[config.mk]
export PLATFORM = sky130hd
export DESIGN_NAME = serial_tx4
export DESIGN_NICKNAME = d
export VERILOG_FILES = /design/src/rtl/serial_tx4.sv
export SDC_FILE = /design/constraint.sdc
export NUM_CORES = 1
export LEC_CHECK = 0
export ABC_AREA = 1
export CAP_MARGIN = 5
export CORE_AREA = 4 4 41 43
export DETAILED_ROUTE_END_ITERATION = 10
export DIE_AREA = 0 0 45 47
export GPL_TIMING_DRIVEN = 1
export PLACE_DENSITY_LB_ADDON = 0.3
export RECOVER_POWER = 50
export SLEW_MARGIN = 20
export SYNTH_ARGS = -nofsm -noshare
export SYNTH_HDL_FRONTEND = slang
export SYNTH_SLANG_ARGS = --single-unit
[constraint.sdc]
create_clock -name ck -period 1.53 [get_ports ck]
set_clock_uncertainty 0.05 [all_clocks]
set_input_delay 0.2295 -clock ck [delete_from_list [all_inputs] [get_ports ck]]
set_output_delay 0.2295 -clock ck [all_outputs]
set_load 0.03 [all_outputs]
[src/rtl/serial_tx4.sv]
// serial_tx4: 4-bit parallel-to-serial frame transmitter.
// Each accepted word is sent as one frame, one bit per ck cycle:
// a start bit (1), four data bits MSB first, then an optional parity bit.
// The serial line idles low. All outputs are registered, so sout never glitches.
//
// state | meaning
// ------+---------------------------------------------------------
// IDLE  | line low, ready for a word; done pulses in the first cycle
// START | start bit (1) on the line
// DATA  | data bit sreg[3-bitcnt] on the line, bitcnt counts 0..3
// PAR   | parity bit on the line (only when PARITY_EN=1)
module serial_tx4 #(
    parameter bit PARITY_EN  = 1'b1,
    parameter bit PARITY_ODD = 1'b0
) (
    input  logic       ck,
    input  logic       res,
    input  logic [3:0] din,
    input  logic       load,
    output logic       ready,
    output logic       sout,
    output logic       busy,
    output logic       done
);

    typedef enum logic [1:0] {
        IDLE  = 2'd0,
        START = 2'd1,
        DATA  = 2'd2,
        PAR   = 2'd3
    } state_t;

    state_t     state;
    state_t     state_next;
    logic [1:0] bitcnt;
    logic [1:0] bitcnt_next;
    logic [1:0] bitcnt_inc;
    logic [3:0] sreg;
    logic [3:0] sreg_next;
    logic       sout_next;
    logic       busy_next;
    logic       ready_next;
    logic       done_next;
    logic       par_bit;

    // Parity over the captured word; odd parity is the complement of even.
    assign par_bit    = PARITY_ODD ? ~^sreg : ^sreg;
    assign bitcnt_inc = bitcnt + 2'd1;

    // Next-state logic; outputs are computed for the state being entered so
    // that they can be registered and line up with the state register.
    always_comb begin
        state_next  = state;
        bitcnt_next = bitcnt;
        sreg_next   = sreg;
        sout_next   = 1'b0;
        busy_next   = 1'b0;
        ready_next  = 1'b0;
        done_next   = 1'b0;
        case (state)
            IDLE: begin
                if (load && ready) begin
                    sreg_next  = din;
                    state_next = START;
                    sout_next  = 1'b1;
                    busy_next  = 1'b1;
                end else begin
                    ready_next = 1'b1;
                end
            end
            START: begin
                state_next  = DATA;
                bitcnt_next = 2'd0;
                sout_next   = sreg[3];
                busy_next   = 1'b1;
            end
            DATA: begin
                bitcnt_next = bitcnt_inc;
                if (bitcnt == 2'd3) begin
                    if (PARITY_EN) begin
                        state_next = PAR;
                        sout_next  = par_bit;
                        busy_next  = 1'b1;
                    end else begin
                        state_next = IDLE;
                        ready_next = 1'b1;
                        done_next  = 1'b1;
                    end
                end else begin
                    sout_next = sreg[2'd3 - bitcnt_inc];
                    busy_next = 1'b1;
                end
            end
            PAR: begin
                state_next = IDLE;
                ready_next = 1'b1;
                done_next  = 1'b1;
            end
            default: begin
                state_next = IDLE;
                ready_next = 1'b1;
            end
        endcase
    end

    // State and output registers; reset wins over any load on the same edge.
    always_ff @(posedge ck) begin
        if (res) begin
            state  <= IDLE;
            bitcnt <= 2'd0;
            sreg   <= 4'd0;
            sout   <= 1'b0;
            busy   <= 1'b0;
            ready  <= 1'b1;
            done   <= 1'b0;
        end else begin
            state  <= state_next;
            bitcnt <= bitcnt_next;
            sreg   <= sreg_next;
            sout   <= sout_next;
            busy   <= busy_next;
            ready  <= ready_next;
            done   <= done_next;
        end
    end

endmodule

==> impl_metrics.env <==
export IMPL_yosysTopAreaCell="dfxtp_1"
export IMPL_track_usage_pct=15.1
export IMPL_crit_chain="inv_1 -> ha_1 -> inv_1 -> o21ai_2 -> a21oi_1 -> o31a_1"
export IMPL_fill_cells=137
export IMPL_power_switching_mw=0.599
export IMPL_crit_slowest_cell="dfxtp_1"
export IMPL_slew_violations=0
export IMPL_num_vias=570
export IMPL_worst_pin_slew_ns=0.326
export IMPL_clock_latency_ns=0.28
export IMPL_ant_nets=0
export IMPL_hold_path_class="flip-flop to flip-flop"
export IMPL_arrival_ns=1.46
export IMPL_layout_common_cells="22 x nand2_1, 15 x inv_1, 12 x dfxtp_1"
export IMPL_relSlewSlack_pct=78.4
export IMPL_crit_family="compound AO/OA/AOI/OAI gates"
export IMPL_maxCapViolCount=0
export IMPL_viasPerCell=4.87
export IMPL_post_cts_buffers=0
export IMPL_synth_cells=87
export IMPL_rows=13
export IMPL_vdd_ir_drop_max_mv=1.07
export IMPL_syn_mean_instance_area_um2=7.19
export IMPL_ios=11
export IMPL_grt_pass1_wl_um=2220
export IMPL_critPathBufInv=2
export IMPL_post_place_cells=113
export IMPL_cts_htree_levels=1
export IMPL_rsz0062_at_grt="no"
export IMPL_p_int_mw=0.819
export IMPL_clk_pin_slew_ns=0.08
export IMPL_clock_sinks=12
export IMPL_crit_path_end_kind="flip-flop"
export IMPL_dieArea_mm2=0.00212
export IMPL_power_frac_seq_pct=34.3
export IMPL_cts_root_buffer="clkbuf_4"
export IMPL_routed_wl_um=1290
export IMPL_netlist_top_cells_area="dfxtp_1 38%, nand2_1 13%, ha_1 12%, inv_1 9.0%, a21oi_1 6.4%"
export IMPL_powerDensity_mw_per_mm2=1810
export IMPL_p_leak_nw=0.409
export IMPL_min_period_ns=1.34
export IMPL_synth_distinct_cells=17
export IMPL_switching_share_pct=42.3
export IMPL_yosysSeqAreaShare_pct=38.4
export IMPL_setup_tns_ns=0
export IMPL_start_util_pct=48.1
export IMPL_status="completed"
export IMPL_cts_tree="built"
export IMPL_dr_pass1_iters=4
export IMPL_setup_violations=0
export IMPL_cpPeakStageDelay_ns=0.34
export IMPL_min_period_over_period_pct=87.6
export IMPL_fmax_ghz=0.746
export IMPL_stdcell_count=117
export IMPL_syn_nets=100
export IMPL_grt_max_degree=11
export IMPL_pwr_share_clk_pct=17.9
export IMPL_clock_tree_buffer_depth=2
export IMPL_diodes=0
export IMPL_final_common_cell="nand2_1"
export IMPL_die_height_um=47
export IMPL_dpl_hpwl_um=970
export IMPL_die_x_um=45
export IMPL_numCtsBuffers=3
export IMPL_yosysTopAreaCellShare_pct=38.4
export IMPL_final_nets=116
export IMPL_p_comb_share_pct=47.8
export IMPL_hold_viol=0
export IMPL_syn_to_final_growth_pct=25.2
export IMPL_cp_start_kind="flip-flop"
export IMPL_grt_pass1_vias=529
export IMPL_fp_coreArea_mm2=0.00130
export IMPL_worst_path_max_fanout=5
export IMPL_path_common_cell="inv_1"
export IMPL_drc_errors=0
export IMPL_yosysWarnings=0
export IMPL_antenna_found_initial=0
export IMPL_routabilityCongestion=0.810
export IMPL_drt_iter0_drc=8
export IMPL_ys_seq_elements=12
export IMPL_crit_required_ns=1.65
export IMPL_portBuffers=10
export IMPL_grt_overflow_total=0
export IMPL_worstSetupPathType="flip-flop to flip-flop"
export IMPL_netlist_area_um2=626
export IMPL_wire_per_inst_um=11.0
export IMPL_drive_gt1_share_pct=7.84
[synthesized netlist by cell type]
library cell,number
nand2_1,22
inv_1,15
dfxtp_1,12
a21oi_1,8
nor2_1,8
ha_1,6
o21ai_0,5
nand3_1,2
a211oi_1,1
a21boi_0,1
a22oi_1,1
inv_2,1
nand3_2,1
nand3b_1,1
o21ai_1,1
o21ai_2,1
o31a_1,1
[cells by family (layout without fill, tap and decap cells)]
family	count (synthesis)	in the layout	share of synthesized area (%)
AOI/OAI and AO/OA	19	19	17.6
adders and majority gates	6	6	12.0
DFF	12	12	38.4
buffers and inverters	16	31	9.60
and+or+nand+nor	34	34	22.4
[per-stage QoR]
stage	hold slack (ns)	util [%]	worst slack (ns)	power, mW	area, um2
final	0.470	60.2	0.190	1.42	783
after global placement	0.442	57.8	0.194	1.17	752
after CTS	0.469	60.2	0.187	1.43	783
after detailed placement	0.450	57.8	0.165	1.19	752
after floorplan	0.251	-	0.335	0.983	626
after global routing	0.511	60.2	0.0536	1.54	783
[final timing paths]
check,from,to,slack (ns),cells after the start
setup / recovery,state[0],state[0],0.19,6
hold / removal,bitcnt[1],bitcnt[1],0.47,2
setup reg to reg,state[0],state[0],0.19,6
hold reg to reg,bitcnt[1],bitcnt[1],0.47,2
[sequential cells by signal (all words and copies together) (netlist names)]
name    flops
bitcnt      2
busy        1
sout        1
state       2
sreg        4
done        1
ready       1
[repair_timing]
item                       in CTS  in global routing
setup endpoints to repair       4                  0
hold buffers                    0                  0
gates resized for setup         4                  0
[routing by layer]
metal,wire length (um),track usage [%]
met1,571,16.9
met2,653,25.4
met3,43,5.75
met4,21,7.02
met5,0,0
[worst min-delay path, cell delays in order (launching register included)]
cell     delay, ns
dfxtp_1       0.34
o21ai_0       0.08
nor2_1        0.08
[power by group through the flow]
stage | Clock, mW | Combinational (mW) | Sequential [mW]
finish | 0.254 | 0.678 | 0.486
global route | 0.276 | 0.764 | 0.504
CTS | 0.264 | 0.683 | 0.488
detailed placement | 0 | 0.697 | 0.494
global placement | 0 | 0.679 | 0.488
floorplan | 0 | 0.425 | 0.558
[area by class of cell]
type                            instances  area [um2]  area share [%]
Multi-Input combinational cell         59         325            41.5
Sequential cell                        12         240            30.7
Timing Repair Buffer                   11         103            13.1
Inverter                               16        60.1            7.67
Clock buffer                            4        36.3            4.63
Tap cell                               15        18.8            2.40
Power figures use the tool's default switching activity.
